[config.mk]
export PLATFORM = sky130hd
export DESIGN_NAME = fifo_sync
export DESIGN_NICKNAME = d
export VERILOG_FILES = /design/src/rtl/fifo_sync_pkg.sv /design/src/rtl/fifo_sync_mem.sv /design/src/rtl/fifo_sync.sv
export SDC_FILE = /design/constraint.sdc
export NUM_CORES = 1
export LEC_CHECK = 0
export ABC_AREA = 1
export ABC_CLOCK_PERIOD_IN_PS = 3780
export CAP_MARGIN = 20
export CORE_ASPECT_RATIO = 1.1
export CORE_MARGIN = 8
export CORE_UTILIZATION = 55
export CTS_CLUSTER_DIAMETER = 200
export CTS_CLUSTER_SIZE = 25
export DETAILED_ROUTE_END_ITERATION = 8
export PLACE_DENSITY = 0.76
export SYNTH_ARGS = -nofsm -noshare
export SYNTH_HDL_FRONTEND = slang
export SYNTH_SLANG_ARGS = --single-unit
[constraint.sdc]
create_clock -name clk -period 3.78 [get_ports clk]
set_clock_uncertainty 0.2 [all_clocks]
set_input_delay 0.378 -clock clk [delete_from_list [all_inputs] [get_ports clk]]
set_output_delay 0.378 -clock clk [all_outputs]
set_load 0.02 [all_outputs]
[src/rtl/fifo_sync_pkg.sv]
// Shared defaults and helpers for the fifo_sync block.
package fifo_sync_pkg;

  localparam int DEFAULT_FIFO_DEPTH = 8;
  localparam int DEFAULT_DATA_WIDTH = 32;

  function automatic int clog2(input int value);
    int result;
    int remaining;
    result    = 0;
    remaining = value - 1;
    while (remaining > 0) begin
      result++;
      remaining = remaining >> 1;
    end
    return result;
  endfunction

endpackage

[src/rtl/fifo_sync_mem.sv]
// Storage array for fifo_sync: synchronous write port and a registered read port.
module fifo_sync_mem
  import fifo_sync_pkg::*;
#(
  parameter int FIFO_DEPTH = DEFAULT_FIFO_DEPTH,
  parameter int DATA_WIDTH = DEFAULT_DATA_WIDTH
) (
  input  logic                           clk,
  input  logic                           rst_n,
  input  logic                           wr_en,
  input  logic [clog2(FIFO_DEPTH)-1:0]   wr_addr,
  input  logic [DATA_WIDTH-1:0]          wr_data,
  input  logic                           rd_en,
  input  logic [clog2(FIFO_DEPTH)-1:0]   rd_addr,
  output logic [DATA_WIDTH-1:0]          rd_data
);

  logic [DATA_WIDTH-1:0] storage [FIFO_DEPTH];
  logic [DATA_WIDTH-1:0] rd_data_q;
  logic [DATA_WIDTH-1:0] rd_data_d;

  // The array itself is never reset; stale entries are unreachable once the pointers clear.
  always_ff @(posedge clk) begin
    if (wr_en) begin
      storage[wr_addr] <= wr_data;
    end
  end

  always_comb begin
    rd_data_d = rd_data_q;
    if (rd_en) begin
      rd_data_d = storage[rd_addr];
    end
  end

  always_ff @(posedge clk or negedge rst_n) begin
    if (!rst_n) begin
      rd_data_q <= '0;
    end else begin
      rd_data_q <= rd_data_d;
    end
  end

  assign rd_data = rd_data_q;

endmodule

[src/rtl/fifo_sync.sv]
// Single-clock FIFO with one-cycle registered read data.
// Define FIFO_SYNC_STATUS_EN to add count/overflow/underflow status outputs.
module fifo_sync
  import fifo_sync_pkg::*;
#(
  parameter int FIFO_DEPTH = DEFAULT_FIFO_DEPTH,
  parameter int DATA_WIDTH = DEFAULT_DATA_WIDTH
) (
  input  logic                         clk,
  input  logic                         rst_n,
  input  logic                         cs,
  input  logic                         wr_en,
  input  logic                         rd_en,
  input  logic [DATA_WIDTH-1:0]        data_in,
  output logic [DATA_WIDTH-1:0]        data_out,
  output logic                         empty,
  output logic                         full
`ifdef FIFO_SYNC_STATUS_EN
  ,
  output logic [clog2(FIFO_DEPTH):0]   count,
  output logic                         overflow,
  output logic                         underflow
`endif
);

  localparam int AW = clog2(FIFO_DEPTH);
  localparam int PW = AW + 1;

  logic [PW-1:0] wr_ptr_q;
  logic [PW-1:0] wr_ptr_d;
  logic [PW-1:0] rd_ptr_q;
  logic [PW-1:0] rd_ptr_d;
  logic          wr_accept;
  logic          rd_accept;

  // The extra pointer MSB distinguishes a full buffer from an empty one.
  assign empty = (wr_ptr_q == rd_ptr_q);
  assign full  = (wr_ptr_q[AW] != rd_ptr_q[AW]) &&
                 (wr_ptr_q[AW-1:0] == rd_ptr_q[AW-1:0]);

  always_comb begin
    wr_accept = cs && wr_en && !full;
    rd_accept = cs && rd_en && !empty;
    wr_ptr_d  = wr_ptr_q;
    rd_ptr_d  = rd_ptr_q;
    if (wr_accept) begin
      wr_ptr_d = wr_ptr_q + PW'(1);
    end
    if (rd_accept) begin
      rd_ptr_d = rd_ptr_q + PW'(1);
    end
  end

  always_ff @(posedge clk or negedge rst_n) begin
    if (!rst_n) begin
      wr_ptr_q <= '0;
      rd_ptr_q <= '0;
    end else begin
      wr_ptr_q <= wr_ptr_d;
      rd_ptr_q <= rd_ptr_d;
    end
  end

  fifo_sync_mem #(
    .FIFO_DEPTH (FIFO_DEPTH),
    .DATA_WIDTH (DATA_WIDTH)
  ) u_mem (
    .clk     (clk),
    .rst_n   (rst_n),
    .wr_en   (wr_accept),
    .wr_addr (wr_ptr_q[AW-1:0]),
    .wr_data (data_in),
    .rd_en   (rd_accept),
    .rd_addr (rd_ptr_q[AW-1:0]),
    .rd_data (data_out)
  );

`ifdef FIFO_SYNC_STATUS_EN
  logic overflow_q;
  logic overflow_d;
  logic underflow_q;
  logic underflow_d;

  always_comb begin
    overflow_d  = overflow_q  || (cs && wr_en && full);
    underflow_d = underflow_q || (cs && rd_en && empty);
  end

  always_ff @(posedge clk or negedge rst_n) begin
    if (!rst_n) begin
      overflow_q  <= 1'b0;
      underflow_q <= 1'b0;
    end else begin
      overflow_q  <= overflow_d;
      underflow_q <= underflow_d;
    end
  end

  assign count     = wr_ptr_q - rd_ptr_q;
  assign overflow  = overflow_q;
  assign underflow = underflow_q;
`endif

endmodule

# After elaboration in Yosys (flattened, before gate mapping)
# Memories as Yosys holds them, arrays and structs flattened. A register that Yosys moved wholly into a read port is not among the register bits.
# Index checks and enable logic that the tools add are counted.
# op_classes
n_addsub	2
n_reduce_logical	8
eq_ne	3
n_mux	2
# op_table
operator	count
adder 4 x 1 -> 4 bit, second input constant	2
logical AND 1 bit	5
equality test 4 bit	1
equality test 3 bit	1
zero test 1 bit	3
two-way mux 1 bit	2
!= test 1 bit	1
# totals
ff_bits	8
mem_count	1
word_cells	18
input_bits	37
ramBits	256
out_inout_bits	34
# memory_table
memory	words	width	rd	rd_ports_with_merged_regs	wr	line	rtl
u_mem.storage	8	32	1	1	1	fifo_sync_mem.sv:18	logic [DATA_WIDTH-1:0] storage [FIFO_DEPTH];

# Depth between registers and ports, before layout
# Gate-level depths: netlist of the first run.
# logic_depth
ltp_word	6
depth_mapped	11
depth_no_buf	9

# Cells and area by module
# A second synthesis of the first run with hierarchy kept.
# hier_totals
cells_unflattened	1210
hier_area_um2	12520.8
# modules_own_cells
mod	cells_per_inst	instances	seq_area_each_um2	area_each_um2
fifo_sync_mem	1132	1	8488.1	11952.7
fifo_sync	78	1	200.2	568.0

# Least setup slack after synthesis of the first run
# Ideal clock, no wire load.
# synth_path
path_type	reg-to-reg
from	reg rd_ptr_q[0]
to	mem u_mem.storage[2][0] in the netlist's numbering (enable)
t_required_ns	3.159
stages_incl_launch_ff	7
period_less_slack_ns	2.951
path_buffers	1
arrival_ns	2.330
path_slack_ns	0.829
setup_ns	0.421
path_cell_list	dfrtp_1 -> buf_4 -> nand2_1 -> nand2_2 -> nand4_2 -> nand3_1 -> nor2_1
# synth_via
elab_chain_len	6
# synth_rtl
element	line	rtl
start: declaration	fifo_sync.sv:31	logic [PW-1:0] rd_ptr_q;
start signal: assignment	fifo_sync.sv:60	rd_ptr_q <= rd_ptr_d;
equality test 3 bit	fifo_sync.sv:39	(wr_ptr_q[AW-1:0] == rd_ptr_q[AW-1:0]);
logical AND 1 bit	fifo_sync.sv:38	assign full = (wr_ptr_q[AW] != rd_ptr_q[AW]) &&
zero test 1 bit	fifo_sync.sv:42	wr_accept = cs && wr_en && !full;
logical AND 1 bit	fifo_sync.sv:42	
two-way mux 1 bit	fifo_sync_mem.sv:24	if (wr_en) begin
two-way mux 1 bit (implied by the code)	fifo_sync_mem.sv:25	storage[wr_addr] <= wr_data;
end: declaration	fifo_sync_mem.sv:18	
# Every way passes these cells.

# Final worst setup path of the first run
# layout_path
from	reg rd_ptr_q[0]
to	out full
# layout_via
elab_chain_len	2
# layout_rtl
element	line	rtl
equality test 3 bit	fifo_sync.sv:39	
logical AND 1 bit	fifo_sync.sv:38	
end: declaration	fifo_sync.sv:17	output logic full
# Every way passes these cells.

==> metrics.md, run 1 <==
| Metric | Value |
|---|---|
| Utilization after layout | 61.78% |
| First-pass GRT wire length | 45490 um |
| Switching part of the total power | 37.21% |
| Total Die Area | 28990 sq um |
| Clock Sinks | 296 |
| Hold buffer count at CTS | 1 |
| Worst hold slack | 285.6 ps |
| Max-capacitance violation count | 0 |
| Synth Cell Area | 13090 sq um |
| Total iterations of the first detailed-routing run | 5 |
| Cell leakage power | 6.716 nW |
| H-Tree Depth | 1 |
| Combinational cell fraction of total power | 36.8% |
| R2R Setup Slk | 960 ps |
| Via-to-Cell Ratio | 5.033 |
| Layout cells sized above 1 | 4.724% |
| Cell row count | 59 |
| Count of flip-flops with a built-in enable after synthesis | 256 |
| Crit Path Class | flip-flop to output port |
| Largest delay share family, worst path | buffers and inverters |
| Type of the most critical hold path | input pin to asynchronous set/reset pin |
| Launching element of the worst setup path | rd_ptr_q[0]$_DFFE_PN0P_ |
| Most used DFF post-synth | sky130_fd_sc_hd__edfxtp_1 |
| Slew HR | 30.62% |
| Largest area contributor in the netlist | sky130_fd_sc_hd__edfxtp_1 |
| Sort of element at the end of the critical path | output port |
| CP endpoint | full |
| Overall track demand over capacity in global routing | 19.92% |
| DRC Markers | 0 |
| Number of buffers on the longest clock path | 3 |
| Count of nets after finishing | 1427 |
| Final setup margin | 725.0 ps |
| Initial core utilization | 55.57% |
| RSZ-0062 raised after global routing | false |
| Async set-or-reset flop fraction in the synthesized netlist | 13.51% |
| Number of slew-limit violations in the final report | 0 |
| Cells on worst reg2reg path | 7 |
| Number of logic stages on the critical path including buffering | 6 |
| Cell total after placement | 1673 |
| Required time of the critical path | 3200 ps |
| CTS tree | done |
| Horiz. Die Dim | 163.1 um |
| Filler-free cell count of the finished design | 1702 |
| Outcome | completed |
| PostCTS Resize Cnt | 0 |
| Synth top area share | 58.74% |
| Worst path bufs/invs | 3 |
| Largest fanout of any net on the critical path | 27 |
| Cell-by-cell trace of the critical path | clkinv_4 -> nand2_1 -> nand2_2 -> nand4_2 -> inv_1 -> clkdlybuf4s50_1 |
| Placeable Area | 23550 sq um |
| Post-CTS setup buffers | 0 |
| Time the final worst path needs with I/O delays and setup | 3055 ps |
| Routed WL per cell | 16.54 um |
| Crit path arrival time | 2480 ps |
| Critical path's largest stage delay | 620 ps |
| Crit Reg-Reg Startpoint | rd_ptr_q[0]$_DFFE_PN0P_ |
| Combined flip-flop and latch cell area | 8693 sq um |
| Clock share of power | 18.7% |
| Vias | 8567 |
| Total nets after synthesis | 1378 |
| Worst flop-to-flop path endpoint | u_mem.storage[2][0]$_DFFE_PP_ |
| RePlAce Congestion | 0.8353 |
| Net switching power figure | 3.517 mW |
| Sequential element share of the synthesized area | 66.39% |
| Dominant cells by area after synthesis | sky130_fd_sc_hd__edfxtp_1 59%, sky130_fd_sc_hd__nand2_1 16%, sky130_fd_sc_hd__dfrtp_1 7.6% |
| Clock insertion delay at the later pin of the skew report | 500 ps |
| FILL cells | 1821 |
| Port bufs | 70 |
| HPWL Detailed | 16130 um |
| F_max | 327.3 MHz |
| Distinct cell type count after synthesis | 23 |
| Number of warning messages in the yosys log | 0 |
| Final Routed Wirelength | 28150 um |
| Part of the cycle the worst path needs | 80.82% |
| Area used by multi-input combinational logic | 3025 sq um |
| Detailed router's first-iteration violation count | 763 |
| Pin count of the biggest net entering global routing | 108 |
| Setup WS pre-CTS | 993.6 ps |
| Die Ht | 177.8 um |
| Total power divided by cell area | 649.6 nW/um^2 |
| Count of inserted antenna diode cells | 0 |
| Worst vdd ir | 0.3824 mV |
| Count of endpoints failing setup in the final report | 0 |
| CP startpoint kind | flip-flop |
| Hold Vio Cnt, Final | 0 |
| Library cell used as clock root buffer | sky130_fd_sc_hd__clkbuf_16 |
| Transition time at the pin with the least slew margin | 1038 ps |
| Avg Cell Area, Syn | 9.773 sq um |
| Int Power | 5.934 mW |
| Worst-path clk slew | 100 ps |
| Number of instances in the synthesized netlist | 1339 |
| TritonCTS buffer count | 15 |
| Accumulated negative setup slack | 0 ps |
| Post-detailed-route count of antenna-violating nets | 0 |
| Part of the power in registers | 44.5% |
| # IOs | 71 |
| Area added between synthesis and finish | 11.17% |
| Flop and latch count out of synthesis | 296 |
| Critical-path top delay cell | sky130_fd_sc_hd__dfrtp_4 |
| Antenna violations before repair | 0 |
| Vias in the first global route | 8709 |
| Grt total ovfl | 0 |
[metrics by stage]
stage                     cell area (sq um)  total power, mW
after floorplan                       13090            6.697
after global placement                14040            7.600
after detailed placement              14040            7.696
after CTS                             14490            9.435
after global routing                  14550            10.03
final                                 14550            9.451
[worst min-delay path by stage]
stage,endpoint,slack (ps),cells past startpoint
floorplan,rd_ptr_q[0]$_DFFE_PN0P_,-120,0
detailed placement,u_mem.rd_data[1]$_DFFE_PN0P_,260,2
finish,u_mem.rd_data[12]$_DFFE_PN0P_,290,2
CTS,u_mem.rd_data[18]$_DFFE_PN0P_,290,2
global placement,u_mem.rd_data[16]$_DFFE_PN0P_,260,2
global route,u_mem.rd_data[0]$_DFFE_PN0P_,310,2
[metal layers]
layer / vias to the layer above / GRT usage, % / wire length [um]
li1: 4216 / - / -
met1: 4026 / 25.59 / 11920
met2: 275 / 34.50 / 13990
met3: 50 / 2.483 / 1586
met4: 0 / 6.542 / 652
met5: - / 0 / 0
[layout by cell type (no fill, tap or decap)]
cell,instances
sky130_fd_sc_hd__nand3_1,139
sky130_fd_sc_hd__nand2_2,4
sky130_fd_sc_hd__buf_4,11
sky130_fd_sc_hd__clkbuf_16,16
sky130_fd_sc_hd__nand2_1,549
sky130_fd_sc_hd__nor3_1,1
sky130_fd_sc_hd__clkdlybuf4s50_1,69
sky130_fd_sc_hd__nor2_4,10
sky130_fd_sc_hd__nand2_8,1
sky130_fd_sc_hd__edfxtp_1,256
sky130_fd_sc_hd__xnor2_2,1
sky130_fd_sc_hd__dfrtp_2,1
sky130_fd_sc_hd__xor2_1,3
sky130_fd_sc_hd__buf_2,1
sky130_fd_sc_hd__clkbuf_1,9
sky130_fd_sc_hd__buf_12,7
sky130_fd_sc_hd__inv_4,1
sky130_fd_sc_hd__ha_1,2
sky130_fd_sc_hd__dfrtp_1,38
sky130_fd_sc_hd__dfrtp_4,1
sky130_fd_sc_hd__inv_2,5
sky130_fd_sc_hd__nor2_1,1
sky130_fd_sc_hd__buf_16,2
sky130_fd_sc_hd__clkinv_4,1
sky130_fd_sc_hd__nand2_4,2
sky130_fd_sc_hd__inv_6,1
sky130_fd_sc_hd__dlygate4sd3_1,1
sky130_fd_sc_hd__inv_1,263
sky130_fd_sc_hd__nand4_2,1
[state kept, by name, summed over array words and instances (netlist names)]
signal         cells
u_mem.storage    256
rd_ptr_q           4
u_mem.rd_data     32
wr_ptr_q           4
[power by group through the flow]
stage,clock network [mW],logic (mW),registers [mW]
6_report,1.77,3.48,4.21
5_1_grt,1.90,3.88,4.25
4_1_cts,1.79,3.44,4.20
3_5_place_dp,0,3.42,4.27
3_3_place_gp,0,3.34,4.26
2_1_floorplan,0,2.35,4.35
[cell type report]
| class | instances | area share [%] |
|---|---|---|
| timing repair buffer | 91 | 6.760 |
| clock inverter | 1 | 0.06020 |
| multi-input combinational | 714 | 20.80 |
| tap | 305 | 2.623 |
| sequential | 296 | 59.76 |
| clock buffer | 25 | 2.984 |
| inverter | 270 | 7.018 |
[synthesized netlist by cell type, types with 3 or more instances]
cell	count
sky130_fd_sc_hd__nand2_1	549
sky130_fd_sc_hd__inv_1	264
sky130_fd_sc_hd__edfxtp_1	256
sky130_fd_sc_hd__nand3_1	139
sky130_fd_sc_hd__dfrtp_1	40
sky130_fd_sc_hd__buf_2	20
sky130_fd_sc_hd__buf_4	20
sky130_fd_sc_hd__buf_6	11
sky130_fd_sc_hd__nor2_1	8
sky130_fd_sc_hd__clkbuf_1	6
sky130_fd_sc_hd__inv_2	4
sky130_fd_sc_hd__nand2_2	4
sky130_fd_sc_hd__nor2_4	3
sky130_fd_sc_hd__xor2_1	3
[cell families after synthesis]
logic type | Yosys count | synth area share [%]
fa+ha+maj | 2 | 0.1912
xor+xnor | 4 | 0.3251
flops | 296 | 66.39
buf+inv | 329 | 10.89
simple gates | 708 | 22.20
Power figures use the tool's default switching activity.
==> run 2, diff against run 1 <==
--- a/config.mk
+++ b/config.mk
@@ -6,7 +6,7 @@
 export NUM_CORES = 1
 export LEC_CHECK = 0
 export ABC_AREA = 1
-export ABC_CLOCK_PERIOD_IN_PS = 3780
+export ABC_CLOCK_PERIOD_IN_PS = 2850
 export CAP_MARGIN = 20
 export CORE_ASPECT_RATIO = 1.1
 export CORE_MARGIN = 8
==> constraint.sdc (replaced) <==
create_clock -name clk -period 2.85 [get_ports clk]
set_clock_uncertainty 0.2 [all_clocks]
set_input_delay 0.285 -clock clk [delete_from_list [all_inputs] [get_ports clk]]
set_output_delay 0.285 -clock clk [all_outputs]
set_load 0.02 [all_outputs]
==> run 2 against run 1 <==
Against the previous run:
- clock-buffer cell count shrank 1
- setup slack worse by 520 ps
- global-route usage fell by 0.12 points
- sequential share of layout area increased by 0.11 points
- combinational power grew 34%
- final cell count increased by 0.47%
- critical path type unchanged
==> metrics.md, run 2 (synthesized netlist as in run 1, its figures left out) <==
| Metric | Value |
|---|---|
| # IOs | 71 (unchanged) |
| Part of the power in registers | 43.9% (-0.6 points) |
| Total Die Area | 28990 sq um (unchanged) |
| Utilization after layout | 61.67% (-0.11 points) |
| Clock Sinks | 296 (unchanged) |
| Cell-by-cell trace of the critical path | inv_2 -> nand2_1 -> nand2_2 -> nand4_2 -> inv_1 -> clkdlybuf4s50_1 |
| Area added between synthesis and finish | 10.97% |
| H-Tree Depth | 1 (unchanged) |
| Cell leakage power | 6.735 nW (+0.29%) |
| TritonCTS buffer count | 15 (unchanged) |
| Count of endpoints failing setup in the final report | 0 (unchanged) |
| Crit path arrival time | 2160 ps (-320 ps) |
| Number of slew-limit violations in the final report | 0 (unchanged) |
| PostCTS Resize Cnt | 0 (unchanged) |
| Clock share of power | 18.9% (+0.2 points) |
| Total iterations of the first detailed-routing run | 5 (unchanged) |
| CTS tree | done |
| Layout cells sized above 1 | 5.267% (+0.54 points) |
| Outcome | completed |
| Combinational cell fraction of total power | 37.2% (+0.4 points) |
| Worst hold slack | 182.6 ps (-103.0 ps) |
| F_max | 378.5 MHz |
| Vias | 8746 (+2.1%) |
| First-pass GRT wire length | 44840 um (-1.4%) |
| RePlAce Congestion | 0.7807 (-6.5%) |
| Crit Path Class | flip-flop to output port |
| Die Ht | 177.8 um (unchanged) |
| Grt total ovfl | 0 (unchanged) |
| Commonest non-fill, non-tap cell in the layout | sky130_fd_sc_hd__nand2_1 |
| Critical path's largest stage delay | 610 ps (about the same) |
| Cells on worst reg2reg path | 7 (unchanged) |
| Via-to-Cell Ratio | 5.115 (+1.6%) |
| Antenna violations before repair | 0 (unchanged) |
| Int Power | 7.877 mW (+33%) |
| Hold buffer count at CTS | 1 (unchanged) |
| Routed WL per cell | 16.67 um (+0.80%) |
| Type of the most critical hold path | input pin to asynchronous set/reset pin |
| Overall track demand over capacity in global routing | 19.80% (-0.12 points) |
| Net switching power figure | 4.626 mW (+32%) |
| Placeable Area | 23550 sq um (unchanged) |
| Setup WS pre-CTS | 439.8 ps (-553.8 ps) |
| Worst path bufs/invs | 3 (unchanged) |
| Total power divided by cell area | 861.0 nW/um^2 (+33%) |
| Sort of element at the end of the critical path | output port |
| Initial core utilization | 55.57% (unchanged) |
| Hold Vio Cnt, Final | 0 (unchanged) |
| Cell total after placement | 1684 (+0.66%) |
| Worst vdd ir | 0.8011 mV (+110%) |
| Port bufs | 70 (unchanged) |
| Count of nets after finishing | 1436 (+0.63%) |
| Max-capacitance violation count | 0 (unchanged) |
| Part of the cycle the worst path needs | 92.71% |
| Detailed router's first-iteration violation count | 775 (+1.6%) |
| Switching part of the total power | 37.00% (-0.21 points) |
| Max FFs per register | 256 (unchanged) |
| Post-CTS setup buffers | 0 (unchanged) |
| CP startpoint kind | flip-flop |
| RSZ-0062 raised after global routing | false |
| Reg with most FFs | u_mem.storage |
| Clock insertion delay at the later pin of the skew report | 490 ps (about the same) |
| Required time of the critical path | 2370 ps (-830 ps) |
| Worst-path clk slew | 110 ps (about the same) |
| Filler-free cell count of the finished design | 1710 (+0.47%) |
| DRC Markers | 0 (unchanged) |
| Cell row count | 59 (unchanged) |
| HPWL Detailed | 15970 um (-0.99%) |
| Time the final worst path needs with I/O delays and setup | 2642 ps |
| Largest fanout of any net on the critical path | 8 (-70%) |
| Critical-path top delay cell | sky130_fd_sc_hd__clkdlybuf4s50_1 |
| Pin count of the biggest net entering global routing | 130 (+20%) |
| Number of logic stages on the critical path including buffering | 6 (unchanged) |
| Transition time at the pin with the least slew margin | 990.5 ps (-47.71 ps) |
| Final setup margin | 207.7 ps (-517.3 ps) |
| Library cell used as clock root buffer | sky130_fd_sc_hd__clkbuf_16 |
| Number of buffers on the longest clock path | 3 (unchanged) |
| Final Routed Wirelength | 28510 um (+1.3%) |
| Commonest cells after routing, fill and taps aside | 549 x sky130_fd_sc_hd__nand2_1, 263 x sky130_fd_sc_hd__inv_1, 256 x sky130_fd_sc_hd__edfxtp_1, 139 x sky130_fd_sc_hd__nand3_1, 69 x sky130_fd_sc_hd__clkdlybuf4s50_1 |
| Post-detailed-route count of antenna-violating nets | 0 (unchanged) |
| Slew HR | 33.97% (+3.3 points) |
| Largest delay share family, worst path | buffers and inverters |
| R2R Setup Slk | 530 ps (-430 ps) |
| Count of inserted antenna diode cells | 0 (unchanged) |
| Vias in the first global route | 8442 (-3.1%) |
| Horiz. Die Dim | 163.1 um (unchanged) |
run 2: cell count changes in the layout (fill, tap and decap cells not counted):
cell	change
sky130_fd_sc_hd__buf_16	-2
sky130_fd_sc_hd__buf_4	+15
sky130_fd_sc_hd__buf_12	-4
sky130_fd_sc_hd__bufinv_16	+1
sky130_fd_sc_hd__inv_6	-1
sky130_fd_sc_hd__clkbuf_16	-1
run 2: power groups by stage:
stage               combinational (mW)  clock, mW  sequential, mW
finish                            4.65       2.37            5.48
global route                      5.21       2.53            5.53
CTS                               4.68       2.41            5.48
detailed placement                4.64          0            5.58
global placement                  4.55          0            5.56
floorplan                         3.13          0            5.76
run 2: final cells by class:
type	instances	area (sq um)
sequential	296	8693
fill	1804	9027
tap	305	381.6
clock buffer	24	409.1
timing repair buffer	100	960.9
clock inverter	1	30.03
inverter	270	1021
multi-input combinational	714	3025
run 2: worst paths after layout:
kind	from	end
hold reg to reg	u_mem.rd_data[14]$_DFFE_PN0P_	u_mem.rd_data[14]$_DFFE_PN0P_
setup / recovery	wr_ptr_q[2]$_DFFE_PN0P_	full
max in group asynchronous	rst_n	u_mem.rd_data[19]$_DFFE_PN0P_
hold / removal	rst_n	u_mem.rd_data[11]$_DFFE_PN0P_
min in group clk	u_mem.rd_data[14]$_DFFE_PN0P_	u_mem.rd_data[14]$_DFFE_PN0P_
setup reg to reg	wr_ptr_q[2]$_DFFE_PN0P_	u_mem.storage[4][30]$_DFFE_PP_
run 2: through the flow:
stage / power, mW / TNS (ps) / instance area, sq um
after detailed placement: 10.21 / 0 / 14070
final: 12.50 / 0 / 14520
after CTS: 12.57 / 0 / 14520
after floorplan: 8.885 / -9728 / 13100
after global routing: 13.28 / 0 / 14520
after global placement: 10.11 / 0 / 14070
run 2: per-layer routing:
metal | share of wire (%) | global-route usage [%]
met2 | 50 | 34.08
met3 | 7.1 | 2.831
met1 | 41 | 25.60
met4 | 2.0 | 5.968
met5 | 0 | 0
run 2: worst reg2reg max path, stage by stage (launching register included):
cell                      delay (ps)
sky130_fd_sc_hd__dfrtp_1         500
sky130_fd_sc_hd__inv_2            90
sky130_fd_sc_hd__nand2_1          90
sky130_fd_sc_hd__nand2_2          80
sky130_fd_sc_hd__nand4_2         170
sky130_fd_sc_hd__nand3_1         290
sky130_fd_sc_hd__nor2_4          170
sky130_fd_sc_hd__buf_4           380
==> run 3, diff against run 2 <==
--- a/config.mk
+++ b/config.mk
@@ -8,13 +8,13 @@
 export ABC_AREA = 1
 export ABC_CLOCK_PERIOD_IN_PS = 2850
 export CAP_MARGIN = 20
-export CORE_ASPECT_RATIO = 1.1
-export CORE_MARGIN = 8
+export CORE_MARGIN = 5
 export CORE_UTILIZATION = 55
 export CTS_CLUSTER_DIAMETER = 200
 export CTS_CLUSTER_SIZE = 25
 export DETAILED_ROUTE_END_ITERATION = 8
 export PLACE_DENSITY = 0.76
+export SETUP_SLACK_MARGIN = 0.5
 export SYNTH_ARGS = -nofsm -noshare
 export SYNTH_HDL_FRONTEND = slang
 export SYNTH_SLANG_ARGS = --single-unit
==> run 3 against run 2 <==
Against the previous run:
- clock power about the same
- highest routed layer unchanged
- final cell count increased by 0.70%
- setup slack improved by 390 ps
- largest power group unchanged
- wire length is 4.5% lower
- critical path type unchanged
- via count shrank 1.1%
==> metrics.md, run 3 (synthesized netlist as in run 1, its figures left out) <==
| Metric | Value |
|---|---|
| Number of buffers on the longest clock path | 3 (unchanged) |
| Routed WL per cell | 15.81 um (-5.1%) |
| Reg with most FFs | u_mem.storage |
| Commonest cells after routing, fill and taps aside | 549 x sky130_fd_sc_hd__nand2_1, 263 x sky130_fd_sc_hd__inv_1, 256 x sky130_fd_sc_hd__edfxtp_1, 138 x sky130_fd_sc_hd__nand3_1, 67 x sky130_fd_sc_hd__clkdlybuf4s50_1 |
| Combined flip-flop and latch cell area | 8695 sq um (about the same) |
| Sort of element at the end of the critical path | output port |
| Post-CTS setup buffers | 0 (unchanged) |
| Time the final worst path needs with I/O delays and setup | 2256 ps (-386.4 ps) |
| FILL cells | 1817 (+0.72%) |
| Outcome | completed |
| Port bufs | 70 (unchanged) |
| Post-detailed-route count of antenna-violating nets | 0 (unchanged) |
| TritonCTS buffer count | 15 (unchanged) |
| Total power divided by cell area | 854.0 nW/um^2 (-0.81%) |
| Slew HR | 34.26% (+0.29 points) |
| CTS tree | done |
| Max FFs per register | 256 (unchanged) |
| Hold Vio Cnt, Final | 0 (unchanged) |
| Commonest non-fill, non-tap cell in the layout | sky130_fd_sc_hd__nand2_1 |
| Area added between synthesis and finish | 11.23% |
| Via-to-Cell Ratio | 5.024 (-1.8%) |
| Accumulated negative setup slack | 0 ps (unchanged) |
| Antenna violations before repair | 1 (+1) |
| Vias in the first global route | 8425 (-0.20%) |
| Transition time at the pin with the least slew margin | 986.1 ps (-4.402 ps) |
| Cell row count | 56 (-5.1%) |
| Pin count of the biggest net entering global routing | 130 (unchanged) |
| Cell leakage power | 6.732 nW (about the same) |
| First-pass GRT wire length | 43610 um (-2.7%) |
| Launching element of the worst setup path | wr_ptr_q[0]$_DFFE_PN0P_ |
| H-Tree Depth | 1 (unchanged) |
| RSZ-0062 raised after global routing | true |
| HPWL Detailed | 15320 um (-4.1%) |
| Placement-stage cell area | 14100 sq um (+0.23%) |
| Worst vdd ir | 0.7467 mV (-6.8%) |
| Clock insertion delay at the later pin of the skew report | 490 ps (about the same) |
| Part of the cycle the worst path needs | 79.15% (-14 points) |
| Vias | 8651 (-1.1%) |
| Number of slew-limit violations in the final report | 0 (unchanged) |
| Crit Path Class | flip-flop to output port |
| F_max | 443.3 MHz (+17%) |
| Total Die Area | 26980 sq um (-6.9%) |
| Grt total ovfl | 0 (unchanged) |
| Max-capacitance violation count | 0 (unchanged) |
| Placeable Area | 23470 sq um (-0.32%) |
| # IOs | 71 (unchanged) |
| Initial core utilization | 55.75% (+0.18 points) |
| Worst-path clk slew | 100 ps (about the same) |
| Crit Reg-Reg Startpoint | wr_ptr_q[0]$_DFFE_PN0P_ |
| Detailed router's first-iteration violation count | 874 (+13%) |
| Largest fanout of any net on the critical path | 7 (-1) |
| Type of the most critical hold path | input pin to asynchronous set/reset pin |
| Total iterations of the first detailed-routing run | 6 (+1) |
| Die Ht | 164.3 um (-7.6%) |
| Layout cells sized above 1 | 5.350% (+0.083 points) |
| Count of endpoints failing setup in the final report | 0 (unchanged) |
| Library cell used as clock root buffer | sky130_fd_sc_hd__clkbuf_16 |
| Final Routed Wirelength | 27230 um (-4.5%) |
| DRC Markers | 0 (unchanged) |
| Crit path arrival time | 1770 ps (-390 ps) |
| RePlAce Congestion | 0.7934 (+1.6%) |
| Overall track demand over capacity in global routing | 20.70% (+0.90 points) |
| Area used by multi-input combinational logic | 3030 sq um (+0.17%) |
| Count of nets after finishing | 1433 (-0.21%) |
| Required time of the critical path | 2370 ps (about the same) |
| Clock Sinks | 296 (unchanged) |
| Horiz. Die Dim | 164.3 um (+0.72%) |
| Summed area of non-filler cells in the final layout | 14560 sq um (+0.24%) |
| CP startpoint kind | flip-flop |
run 3: worst paths after layout:
kind,to,slack (ps),cells past startpoint
hold reg to reg,u_mem.rd_data[6]$_DFFE_PN0P_,280,2
hold / removal,u_mem.rd_data[9]$_DFFE_PN0P_,130,2
min in group clk,u_mem.rd_data[6]$_DFFE_PN0P_,280,2
setup reg to reg,u_mem.storage[4][27]$_DFFE_PP_,630,7
max in group asynchronous,rd_ptr_q[1]$_DFFE_PN0P_,1690,3
setup / recovery,full,590,6
run 3: worst max-delay path, cell delays in order (launching register included):
cell and delay [ps]:
sky130_fd_sc_hd__dfrtp_1 480, sky130_fd_sc_hd__inv_2 120, sky130_fd_sc_hd__nand2_1 70, sky130_fd_sc_hd__nand2_2 90, sky130_fd_sc_hd__nand4_2 220, sky130_fd_sc_hd__inv_1 120, sky130_fd_sc_hd__clkbuf_2 180
run 3: final cells by class:
cell class,instances,share of cell area [%]
Tap cell,319,2.742
Clock inverter,1,0.2063
Inverter,270,7.014
Sequential cell,296,59.73
Multi-Input combinational cell,714,20.82
Timing Repair Buffer,97,6.661
Clock buffer,24,2.811
Antenna cell,1,0.01719
run 3: per-layer routing:
layer	GRT usage [%]	vias up	share of wire, %
li1	-	4229	-
met1	28.21	4106	42
met2	35.12	280	49
met3	2.760	36	7.7
met4	5.947	0	1.7
met5	0	-	0
run 3: timing repair:
action                     4_1_cts  5_1_grt
setup endpoints to repair       29      118
resized for setup                2        7
hold buffers                     1        0
hold endpoints to repair        20        0
run 3: through the flow:
stage | hold WS [ps] | setup slack, ps | std cells | power (mW) | util [%]
after floorplan | -210.6 | 377.9 | 1339 | 8.899 | -
after global placement | 130.5 | 441.2 | 1695 | 10.06 | 60.09
after detailed placement | 132.3 | 412.7 | 1695 | 10.18 | 60.09
after CTS | 146.7 | 420.6 | 1721 | 12.51 | 61.99
after global routing | 174.8 | 482.5 | 1722 | 13.25 | 62.01
final | 125.7 | 594.1 | 1722 | 12.43 | 62.01
run 3: power breakdown:
part	switching, mW	internal [mW]
clock	1.28	1.09
combinational	3.03	1.54
sequential	0.258	5.23
total	4.57	7.86
